--- src/rtl/alu_op_sequencer.sv ---
// ----------------------------------------------------------------------------
// alu_op_sequencer
//
// Purpose:
//    Issue side of the adiabatic ALU datapath. Accepts one ALU operation at a
//    time over a valid/ready request handshake. It decodes the operation into
//    the ALU static controls and holds them while the phased pipeline
//    evaluates. It pulses the operand-load and result-load strobes at fixed
//    offsets. It captures the ALU output and zero flag, then returns them over
//    a valid/ready response handshake. Exactly one operation is in flight.
//
// Parameters:
//    EVAL_CYCLES  cycles between operand load strobe and result load strobe (>= 1)
//    OUT_CYCLES   cycles after result load before the output mux is sampled (>= 1)
//    OP_W         width of req_op (>= 3)
//
// Ports:
//    clkpos              sole clock, rising-edge
//    reset               synchronous, active-high reset
//    req_valid/ready     request handshake (ready only while idle)
//    req_op              0=AND 1=OR 2=ADD 3=SUB 4=SLT, others illegal
//    req_asel            -> {B_mux1,B_mux0}  A-operand source select
//    req_bsel            -> A_mux            B-operand source select
//    req_osel            -> {mux3_1,mux3_0}  output mux select
//    ALU_Control1/0      result mux select
//    SUB, STL            conditional-invert enables for A / B operand
//    Adder_Cin           adder carry-in
//    A_Fclkpos           one-cycle operand-register load strobe
//    ALU_O_Fclkpos       one-cycle result-register load strobe
//    out                 ALU final output (sampled at end of last SETTLE cycle)
//    out_Zero_Detect     ALU zero flag (sampled at end of WRITE cycle)
//    rsp_valid/ready     response handshake
//    rsp_data/zero/err   captured result, zero flag, illegal-opcode flag
// ----------------------------------------------------------------------------
module alu_op_sequencer #(
   parameter int EVAL_CYCLES = 14,
   parameter int OUT_CYCLES  = 2,
   parameter int OP_W        = 4
) (
   input  logic            clkpos,
   input  logic            reset,
   input  logic            req_valid,
   output logic            req_ready,
   input  logic [OP_W-1:0] req_op,
   input  logic [1:0]      req_asel,
   input  logic            req_bsel,
   input  logic [1:0]      req_osel,
   output logic            ALU_Control0,
   output logic            ALU_Control1,
   output logic            SUB,
   output logic            STL,
   output logic            Adder_Cin,
   output logic            B_mux0,
   output logic            B_mux1,
   output logic            A_mux,
   output logic            mux3_0,
   output logic            mux3_1,
   output logic            A_Fclkpos,
   output logic            ALU_O_Fclkpos,
   input  logic [15:0]     out,
   input  logic            out_Zero_Detect,
   output logic            rsp_valid,
   input  logic            rsp_ready,
   output logic [15:0]     rsp_data,
   output logic            rsp_zero,
   output logic            rsp_err
);

   typedef enum logic [2:0] {
      S_IDLE   = 3'd0,
      S_LOAD   = 3'd1,
      S_EVAL   = 3'd2,
      S_WRITE  = 3'd3,
      S_SETTLE = 3'd4,
      S_RESP   = 3'd5
   } state_t;

   localparam logic [OP_W-1:0] OP_AND = OP_W'(0);
   localparam logic [OP_W-1:0] OP_OR  = OP_W'(1);
   localparam logic [OP_W-1:0] OP_ADD = OP_W'(2);
   localparam logic [OP_W-1:0] OP_SUB = OP_W'(3);
   localparam logic [OP_W-1:0] OP_SLT = OP_W'(4);

   // One shared down-counter serves both EVAL and SETTLE.
   localparam int CNT_MAX = (EVAL_CYCLES > OUT_CYCLES) ? EVAL_CYCLES : OUT_CYCLES;
   localparam int CNT_W   = $clog2(CNT_MAX) + 1;
   localparam logic [CNT_W-1:0] EVAL_LAST = CNT_W'(EVAL_CYCLES - 1);
   localparam logic [CNT_W-1:0] OUT_LAST  = CNT_W'(OUT_CYCLES - 1);

   state_t           state;
   logic [CNT_W-1:0] cnt;
   logic [4:0]       ctrl_q;   // {ALU_Control1, ALU_Control0, SUB, STL, Adder_Cin}
   logic [4:0]       sel_q;    // {B_mux1, B_mux0, A_mux, mux3_1, mux3_0}

   assign {ALU_Control1, ALU_Control0, SUB, STL, Adder_Cin} = ctrl_q;
   assign {B_mux1, B_mux0, A_mux, mux3_1, mux3_0}           = sel_q;

   // Static ALU controls for a legal opcode.
   // SUB computes B - A (invert A, carry in 1); SLT computes A + ~B + 1 and
   // selects the replicated carry through the result mux.
   function automatic logic [4:0] decode_op(input logic [OP_W-1:0] op);
      logic [4:0] c;
      c = 5'b00_000;
      case (op)
         OP_AND:  c = 5'b00_000;
         OP_OR:   c = 5'b01_000;
         OP_ADD:  c = 5'b10_000;
         OP_SUB:  c = 5'b10_101;
         OP_SLT:  c = 5'b11_011;
         default: c = 5'b00_000;
      endcase
      return c;
   endfunction

   always_ff @(posedge clkpos) begin
      if (reset) begin
         // NOTE: all state uses non-blocking assignment so every register
         // updates from the pre-edge values, independent of statement order.
         state         <= S_IDLE;
         cnt           <= '0;
         ctrl_q        <= '0;
         sel_q         <= '0;
         req_ready     <= 1'b1;
         A_Fclkpos     <= 1'b0;
         ALU_O_Fclkpos <= 1'b0;
         rsp_valid     <= 1'b0;
         rsp_data      <= '0;
         rsp_zero      <= 1'b0;
         rsp_err       <= 1'b0;
      end else begin
         // NOTE: strobes default low each cycle, so a single assignment in a
         // transition produces exactly a one-cycle pulse.
         A_Fclkpos     <= 1'b0;
         ALU_O_Fclkpos <= 1'b0;

         case (state)
            S_IDLE: begin
               if (req_valid) begin
                  req_ready <= 1'b0;
                  if (req_op <= OP_SLT) begin
                     state     <= S_LOAD;
                     A_Fclkpos <= 1'b1;
                     ctrl_q    <= decode_op(req_op);
                     sel_q     <= {req_asel, req_bsel, req_osel};
                     rsp_err   <= 1'b0;
                  end else begin
                     // Illegal opcode: answer immediately, datapath untouched.
                     state     <= S_RESP;
                     rsp_valid <= 1'b1;
                     rsp_err   <= 1'b1;
                     rsp_data  <= '0;
                     rsp_zero  <= 1'b0;
                  end
               end
            end

            S_LOAD: begin
               state <= S_EVAL;
               cnt   <= EVAL_LAST;
            end

            S_EVAL: begin
               if (cnt == '0) begin
                  state         <= S_WRITE;
                  ALU_O_Fclkpos <= 1'b1;
               end else begin
                  cnt <= cnt - 1'b1;
               end
            end

            S_WRITE: begin
               rsp_zero <= out_Zero_Detect;
               state    <= S_SETTLE;
               cnt      <= OUT_LAST;
            end

            S_SETTLE: begin
               if (cnt == '0) begin
                  rsp_data  <= out;
                  state     <= S_RESP;
                  rsp_valid <= 1'b1;
                  ctrl_q    <= '0;
                  sel_q     <= '0;
               end else begin
                  cnt <= cnt - 1'b1;
               end
            end

            S_RESP: begin
               if (rsp_ready) begin
                  state     <= S_IDLE;
                  rsp_valid <= 1'b0;
                  req_ready <= 1'b1;
               end
            end

            default: begin
               state     <= S_IDLE;
               req_ready <= 1'b1;
               rsp_valid <= 1'b0;
               ctrl_q    <= '0;
               sel_q     <= '0;
            end
         endcase
      end
   end

endmodule

--- config.mk ---
export PLATFORM = sky130hd
export DESIGN_NAME = alu_op_sequencer
export DESIGN_NICKNAME = d
export VERILOG_FILES = /design/src/rtl/alu_op_sequencer.sv
export SDC_FILE = /design/constraint.sdc
export NUM_CORES = 1
export LEC_CHECK = 0
export BUFFER_PORTS_ARGS = -buffer_cell sky130_fd_sc_hd__buf_2
export CAP_MARGIN = 25
export CELL_PAD_IN_SITES_DETAIL_PLACEMENT = 0
export CELL_PAD_IN_SITES_GLOBAL_PLACEMENT = 1
export CORE_MARGIN = 2
export CORE_UTILIZATION = 34
export CTS_CLUSTER_SIZE = 25
export DETAILED_ROUTE_END_ITERATION = 10
export GPL_ROUTABILITY_DRIVEN = 0
export PLACE_DENSITY = 0.85
export SLEW_MARGIN = 10
export SYNTH_ARGS = -nofsm -noshare
export SYNTH_HDL_FRONTEND = slang
export SYNTH_SLANG_ARGS = --single-unit
--- constraint.sdc ---
create_clock -name clkpos -period 1.8 [get_ports clkpos]
set_input_delay 0.36 -clock clkpos [delete_from_list [all_inputs] [get_ports clkpos]]
set_output_delay 0.36 -clock clkpos [all_outputs]
set_load 0.01 [all_outputs]
* Word level (Yosys, flattened, before mapping)
Index checks and enable logic that the tools add are counted.
** Storage, ports and cells
- Register bits :: 40
- Bits of input ports :: 30
- Output and inout bits :: 32
- Logic and storage cells :: 88
** Cells by class
- Add/subtract/negate cells :: 1
- Order comparisons :: 1
- Eq/ne operators :: 16
- Muxes and demuxes :: 34
- Bitwise operators :: 6
- Reductions and logical operators :: 19
** Operators with widths (count)
- 16-bit two-way mux :: 3
- 5-bit one-hot mux with 3 select lines :: 3
- 16-bit one-hot mux with 2 select lines :: 1
- 5-bit two-way mux :: 6
- 5-bit one-hot mux with 4 select lines :: 1
- 3-bit one-hot mux with 6 select lines :: 1
- 3-bit two-way mux :: 5
- 2-bit inequality test, second input constant :: 7
- 4-bit AND reduction :: 3
- 1-bit two-way mux :: 11
- 4-bit by 2-bit equality test with 1-bit output, second input constant :: 2
- 4-bit OR reduction :: 2
- 3-bit by 2-bit equality test with 1-bit output, second input constant :: 2
- 3-bit equality test, second input constant :: 2
- 1-bit NOT :: 6
- 3-bit AND reduction :: 2
- 3-bit OR reduction :: 2
- 5-bit zero test :: 1
- 5-bit AND reduction :: 1
- 5-bit by 1-bit subtractor with 5-bit output, second input constant :: 1
- 4-bit by 1-bit equality test with 1-bit output, second input constant :: 1
- 4-bit by 3-bit equality test with 1-bit output, second input constant :: 1
- 4-bit by 3-bit less-or-equal comparator with 1-bit output, second input constant :: 1
- 1-bit one-hot mux with 4 select lines :: 1
- other kinds (8) :: 11

* Longest topological paths before layout
Gate-level depths: netlist of run 1.
- Depth after elaboration :: 5
- Gate-level depth with buffers :: 8
- Mapped depth without buffers :: 6

* Worst setup path after synthesis of run 1
No wires, ideal clock.
- Path kind :: register -> register
- Start point :: register cnt[0]
- End point :: register ctrl_q[0]
- Setup time :: 0.121 ns
- Data arrival time :: 1.755 ns
- Data required time :: 1.679 ns
- Slack :: -0.076 ns
- Stages on the path, launching flop included :: 9
- Buffers on the path :: 2
- Clock period less this slack :: 1.876 ns
- Path through :: dfxtp_1 > inv_1 > ha_1 > or4b_4 > buf_6 > nor2_4 > a211oi_2 > buf_6 > mux2_4
** On the way
- Cells in the longest elaborated chain, start to end :: 3
** Ends and longest elaborated chain
- from (decl) :: RTL line 91 : logic [CNT_W-1:0] cnt;
- from (signal assigned) :: RTL line 167 : cnt <= cnt - 1'b1;
- from (signal assigned) :: RTL line 185 : cnt <= cnt - 1'b1;
- 5-bit zero test :: RTL line 178 : if (cnt == '0) begin
- 2-bit inequality test (no source line)
- 4-bit AND reduction (no source line)
- to (signal assigned) :: RTL line 143 : ctrl_q <= decode_op(req_op);
- to (decl) :: RTL line 92 : logic [4:0] ctrl_q;
No other way between the ends.
A chain may end at the register's enable or synchronous reset.

* Worst setup path after layout of run 1
- Start point :: register state[0]
- End point :: register ctrl_q[0]
** On the way
- Cells in the longest elaborated chain, start to end :: 4
- Elaborated cells between the ends (all ways) :: 13
- Those cells by class :: eq/ne: 8; mux: 1; bitwise: 1; reduce/logical: 3
** Ends and longest elaborated chain
- from (decl) :: RTL line 90 : state_t state;
- from (signal assigned) :: RTL line 119 : state <= S_IDLE;
- from (signal assigned) :: RTL line 141 : state <= S_LOAD;
- from (signal assigned) :: RTL line 148 : state <= S_RESP;
- 3-bit equality test, or another cell as far along :: RTL line 136 : case (state)
- 4-bit OR reduction (no source line)
- 1-bit NOT (no source line)
- 4-bit AND reduction (no source line)
Several ways; a longest one is shown, not always the timed one.

==> results of run 1 <==
per-layer routing:
layer	global-route usage	routed length (um)	vias to the layer above
met2	0.2361	2248	69
met4	0.06333	96	0
met1	0.1997	2324	821
met5	0	0	-
met3	0.03846	311	14
li1	-	-	938
timing repair:
action / 4_1_cts / 5_1_grt
setup endpoints to repair: 6 / 3
gates resized for setup: 1 / 1
pin swaps: 0 / 0
cloned: 0 / 0
worst reg2reg max path: stages (launching register included):
cell,delay [ns]
dfxtp_1,0.38
or4b_4,0.56
nor3_2,0.23
a211oi_4,0.12
mux2_4,0.31
through the flow:
step                cells  utilization
floorplan             220            -
global placement      366       0.4388
detailed placement    366       0.4388
CTS                   373       0.4594
global route          373       0.4600
finish                373       0.4600
cells in the final DEF (no fill, tap or decap), types with 2 or more instances in the layout:
cell and count:
a21oi_1 14, a31oi_1 4, buf_12 2, buf_2 61
buf_4 22, clkbuf_8 6, dfxtp_1 38, dfxtp_2 2
inv_1 4, inv_2 2, mux2_4 5, mux2i_1 6
nand2_1 17, nand2b_1 24, nand3_1 2, nand4_1 2
nor2_1 11, nor2b_1 8, nor3_1 5, nor4_1 2
o211ai_1 2, o21a_1 3, o21ai_0 3, o2bb2ai_1 16
or3_1 2, or4b_4 2, xnor2_1 4
path summary, 6_finish.rpt:
path | endpoint | depth (start not counted)
setup / recovery | ctrl_q[0]$_SDFFE_PP0P_ | 4
hold reg to reg | req_ready$_SDFFE_PP1P_ | 2
hold / removal | rsp_data[11]$_SDFFE_PP0P_ | 2
setup reg to reg | ctrl_q[0]$_SDFFE_PP0P_ | 4
cell families (layout without fill, tap and decap cells):
kind of cell | Yosys count | count (layout) | synth area share
buffers and inverters | 22 | 100 | 0.05986
AOI/OAI and AO/OA | 53 | 53 | 0.1888
and+or+nand+nor | 88 | 88 | 0.2651
adders and majority gates | 2 | 2 | 0.01222
xor gates and xnor gates | 4 | 4 | 0.01710
DFF | 40 | 40 | 0.3910
muxes | 11 | 11 | 0.06597
power by group through the flow:
stage	combinational, mW	clock (mW)	sequential, mW
after floorplan	1.56	0	1.30
after global placement	2.30	0	1.23
after detailed placement	2.35	0	1.24
after CTS	2.34	0.805	1.22
after global routing	2.56	0.838	1.24
final	2.35	0.786	1.22
area by class of cell:
type                            instances  share of cell area
Clock buffer                            6             0.03050
Clock inverter                          2             0.01433
Inverter                                6            0.008318
Multi-Input combinational cell        158              0.4228
Sequential cell                        40              0.2967
Tap cell                               75             0.03466
Timing Repair Buffer                   86              0.1927
state kept, by name, indices dropped and copies added, names as in the netlist:
name and cells:
cnt 5, rsp_data 16, ALU_O_Fclkpos 1, rsp_err 1, A_Fclkpos 1, state 3
req_ready 1, rsp_zero 1, sel_q 5, ctrl_q 5, rsp_valid 1
==> results.toml, run 1 <==
[clock_network]
cts-hold-fix-buffers = 0
clock_sinks = 40
htreeDepth = 2
cts_tree = "built"
root_buffer = "clkbuf_8"
postCtsSetupBuffers = 0
clk_latency_ns = 0.29
clkTransAtPathRegs_ns = 0.09
cts-buffers-inserted = 5
cts_buffer_depth = 2

[logic_synthesis]
ys_ff_latch = 40
synth_top_area_frac = 0.3910
synth-seq-area-share = 0.3910
synth_area_leaders = "dfxtp_1 (39%), nand2b_1 (7.3%), o2bb2ai_1 (6.8%)"
syn-num-nets = 252
synth.cell_area_sq_mm = 0.002048
yosysTopAreaCell = "dfxtp_1"
synth.distinct_cells = 51
synth_edf_count = 0
async_reset_ff_frac = 0
avgSynthCellArea_sq_um = 9.310
synth_top_cells_by_count = "dfxtp_1 (40), nand2b_1 (24), nand2_1 (17)"
yosys.cell_count.top_type = "dfxtp_1"
yosys_warnings = 0
synth_cells = 220
synth_flop_cell = "dfxtp_1"

[global_routing]
grt_usage = 0.1516
grt_pass1_wl_mm = 7.783
grt_max_degree = 25
grt_pass1_vias = 1714
antenna_found_initial = 0
grt_overflow = 0

[power_and_ir_drop]
combPwrFrac = 0.539
vdd_drop_max_mv = 0.6517
pwr-share-seq = 0.280
p_per_area_mw_per_mm2 = 1606
intPower_mw = 2.655
leakage_nw = 1.179
power.total_mw = 4.348
clockPowerShare = 0.181
p_sw_mw = 1.693
sw_frac_of_total = 0.3894

[timing]
setup_viol = 0
setup_slack_ns = 0.07488
fmax_ghz = 0.5797
period_minus_slack_ns = 1.725
fin_crit_sh = 0.9584
hold_violations = 0
max_slew_margin = 0.6936
finClkSkew_ns = 0.008098
grt_setup_unrepaired = "no"
tns_ns = 0
timing.hold.ws_ns = 0.2608
slew_violations = 0
worst_pin_slew_ns = 0.4582

[setup_path]
critical_path.startpoint = "state[0]$_SDFFE_PP0P_"
crit_type = "flip-flop to flip-flop"
max_stage_delay_ns = 0.56
cp_max_fo = 7
worst_ep_arrival_time_ns = 1.91
endpoint_kind = "flip-flop"
crit_required_ns = 1.98
worstReg2RegStart = "state[0]$_SDFFE_PP0P_"
critical_path.top_delay_family = "simple AND/OR/NAND/NOR gates"
r2r_slack_ns = 0.07
critPathBufInv = 0
cpMaxStageDelayCell = "or4b_4"
path_cells = "or4b_4 -> nor3_2 -> a211oi_4 -> mux2_4"
cp-start-kind = "flip-flop"

[place]
dp_hpwl_mm = 3.708
io_buffers = 61
dp_slack_ns = -0.05825
place_area_sq_mm = 0.002582

[final_layout]
seq_area_sq_um = 803.3
finalNetCount = 329
multi_input_area_sq_mm = 0.001145
area_growth_pct = 32.19
nFillCells = 584
final_cell_area_sq_mm = 0.002708
layout-drive-gt1-share = 0.3893
diodes = 0

[route]
drtIter0Drc = 73
viasPerCell = 4.938
drc = 0
dr.pass1.iters = 4
drt-wirelength-per-cell_um = 13.35
ant_nets = 0
totalWireLength_mm = 4.980
num_vias = 1842

[floorplanning]
die_h_um = 81.62
start_util = 0.3480
fp-row-count = 28
core_area_sq_mm = 0.005886
dieArea_sq_mm = 0.006661
ios = 62
die_width_um = 81.62

[min_path]
hold_path.startpoint = "out[11]"
hold_path.class = "input port to flip-flop"

[job]
maxCapViolations = 0

[outcome]
status = "finished, final reports clean"
No activity file was read; power rests on OpenSTA's default activity.
==> inputs of run 2 (changes only) <==
--- a/config.mk
+++ b/config.mk
@@ -5,16 +5,17 @@
 export SDC_FILE = /design/constraint.sdc
 export NUM_CORES = 1
 export LEC_CHECK = 0
+export ABC_AREA = 1
 export BUFFER_PORTS_ARGS = -buffer_cell sky130_fd_sc_hd__buf_2
 export CAP_MARGIN = 25
 export CELL_PAD_IN_SITES_DETAIL_PLACEMENT = 0
 export CELL_PAD_IN_SITES_GLOBAL_PLACEMENT = 1
 export CORE_MARGIN = 2
-export CORE_UTILIZATION = 34
+export CORE_UTILIZATION = 31
 export CTS_CLUSTER_SIZE = 25
 export DETAILED_ROUTE_END_ITERATION = 10
 export GPL_ROUTABILITY_DRIVEN = 0
-export PLACE_DENSITY = 0.85
+export PLACE_DENSITY = 0.84
 export SLEW_MARGIN = 10
 export SYNTH_ARGS = -nofsm -noshare
 export SYNTH_HDL_FRONTEND = slang
==> run 2 against run 1 <==
Fmax is 13% higher. Combinational power down 16%. Sequential power about the same. Clock skew fell by 0.0029 ns. Cell area decreased by 8.2%. Register-to-register slack improved by 0.20 ns. Hold slack improved by 0.065 ns. Count of clock-buffer cells in the layout grew 1. First-iteration DRC count is 8.2% higher. Sequential share of layout area grew 2.6 points. Worst setup slack better by 0.20 ns. Critical path type unchanged.
==> results.toml, run 2 <==
[setup_path]
cp-start-kind = "flip-flop"
crit_type = "flip-flop to flip-flop"
crit_required_ns = 2.02
endpoint_kind = "flip-flop"
worstReg2RegStart = "cnt[0]$_SDFFE_PP0P_"
cp_max_fo = 16
reg2regPathDepth = 7
r2r_slack_ns = 0.27
reg2reg_to = "rsp_data[13]$_SDFFE_PP0P_"
worst_ep_arrival_time_ns = 1.75

[route]
viasPerCell = 4.543
drt-wirelength-per-cell_um = 10.97
drtIter0Drc = 79
ant_nets = 0
drc = 0
num_vias = 2008
totalWireLength_mm = 4.849
dr.pass1.iters = 4

[power_and_ir_drop]
vdd_drop_max_mv = 0.4288
leakage_nw = 1.244
p_per_area_mw_per_mm2 = 1531

[floorplanning]
die_width_um = 84.41
fp-row-count = 29
start_util = 0.3175
core_area_sq_mm = 0.006314
ios = 62
dieArea_sq_mm = 0.007125
die_h_um = 84.41

[clock_network]
cts_tree = "built"
clk_latency_ns = 0.29
postCtsSetupBuffers = 0
cts_buffer_depth = 2
cts-hold-fix-buffers = 0
clkTransAtPathRegs_ns = 0.08
post_cts_resize_count = 0
htreeDepth = 2
cts-buffers-inserted = 5
root_buffer = "clkbuf_8"
clock_sinks = 40

[final_layout]
finalNetCount = 396
diodes = 0
area_growth_pct = 23.97
layout_common_cells = "nand2_1 (94), buf_2 (61), nor2_1 (46), dfxtp_1 (40), inv_1 (28)"
nFillCells = 719
stdcell_count = 442
finish.utilization = 0.3936
mostFrequentLayoutCell = "nand2_1"
multi_input_area_sq_mm = 0.001031
seq_area_sq_um = 800.8
layout-drive-gt1-share = 0.2548
largest_register_ffs = 16
max_flop_register = "rsp_data"

[logic_synthesis]
synth.cell_area_sq_mm = 0.002004
yosys.cell_count.top_type = "nand2_1"
yosysTopAreaCell = "dfxtp_1"
syn-num-nets = 333
synth.distinct_cells = 24
yosys_warnings = 0
synth_flop_cell = "dfxtp_1"
ys_ff_latch = 40
synth_edf_count = 0
synth_cells = 301
avgSynthCellArea_sq_um = 6.659
synth_area_leaders = "dfxtp_1 (40%), nand2_1 (18%), nor2_1 (8.6%)"
synth_top_cells_by_count = "nand2_1 (94), nor2_1 (46), dfxtp_1 (40)"
synth_top_area_frac = 0.3995
async_reset_ff_frac = 0
synth-seq-area-share = 0.3995

[global_routing]
use_met2 = 0.2475
use_met1 = 0.1696
grt_max_degree = 25
grt_usage = 0.1420
met3_usage = 0.03736
grt_pass1_vias = 1901
grt_pass1_wl_mm = 8.362
grt_overflow = 0
antenna_found_initial = 0
grt_most_used_layer = "met2"

[timing]
finClkSkew_ns = 0.005218
max_slew_margin = 0.6703
setup_viol = 0
slew_violations = 0
period_minus_slack_ns = 1.529
fmax_ghz = 0.6539
grt_setup_unrepaired = "no"
worst_pin_slew_ns = 0.4940
setup_slack_ns = 0.2707
tns_ns = 0
hold_violations = 0
fin_crit_sh = 0.8496

[min_path]
whs_path_depth = 3
hold_end = "rsp_zero$_SDFFE_PP0P_"
hold_path.startpoint = "out_Zero_Detect"
hold_path.class = "input port to flip-flop"

[place]
io_buffers = 61
dp_slack_ns = 0.1812
dp_hpwl_mm = 3.525
post-place-cells = 434

[outcome]
status = "finished, final reports clean"

[job]
maxCapViolations = 0
run 2: how the worst max path moves through the flow:
stage                                     start                        end  depth (start not counted)
final                       cnt[0]$_SDFFE_PP0P_  rsp_data[13]$_SDFFE_PP0P_                          7
after global routing      state[0]$_SDFFE_PP0P_      sel_q[3]$_SDFFE_PP0P_                         10
after CTS                   cnt[0]$_SDFFE_PP0P_     ctrl_q[1]$_SDFFE_PP0P_                          9
after detailed placement    cnt[0]$_SDFFE_PP0P_     ctrl_q[1]$_SDFFE_PP0P_                          9
after global placement      cnt[0]$_SDFFE_PP0P_     ctrl_q[2]$_SDFFE_PP0P_                          9
after floorplan             cnt[0]$_SDFFE_PP0P_   rsp_data[6]$_SDFFE_PP0P_                          8
run 2: final cells by class:
type / instances / share of cell area
Timing Repair Buffer: 65 / 0.1349
Inverter: 34 / 0.05136
Sequential cell: 40 / 0.3223
Clock inverter: 1 / 0.003021
Tap cell: 77 / 0.03877
Clock buffer: 7 / 0.03474
Multi-Input combinational cell: 218 / 0.4149
run 2: kinds of logic after synthesis:
family          after synthesis  share of synthesized area
flops                        40                     0.3995
compound gates               31                    0.08552
buf+inv                      43                    0.09113
simple gates                185                     0.4114
fa+ha+maj                     2                    0.01248
run 2: power by group:
group	internal, mW	switching, mW	leakage (nW)
combinational	0.661	1.30	0.872
sequential	1.09	0.125	0.327
clock	0.312	0.313	0.0445
run 2: metal layers:
layer | vias up | routed length [um]
met4 | 0 | 81
met3 | 7 | 216
li1 | 1060 | -
met1 | 904 | 2224
met5 | - | 0
met2 | 37 | 2327
run 2: critical path, cell delays in order, from the launching register on:
cell and delay (ns):
dfxtp_1 0.30, inv_1 0.14, ha_1 0.20, nand3_2 0.14
o21ai_4 0.19, buf_4 0.24, nand3b_1 0.09, a21oi_1 0.16
run 2: metrics by stage:
step	cell area, sq um	hold WS [ns]	power [mW]
global placement	2381	0.4470	3.169
CTS	2475	0.3168	3.828
global route	2485	0.3308	4.202
floorplan	2004	0.4550	2.732
detailed placement	2381	0.4488	3.186
finish	2485	0.3258	3.804
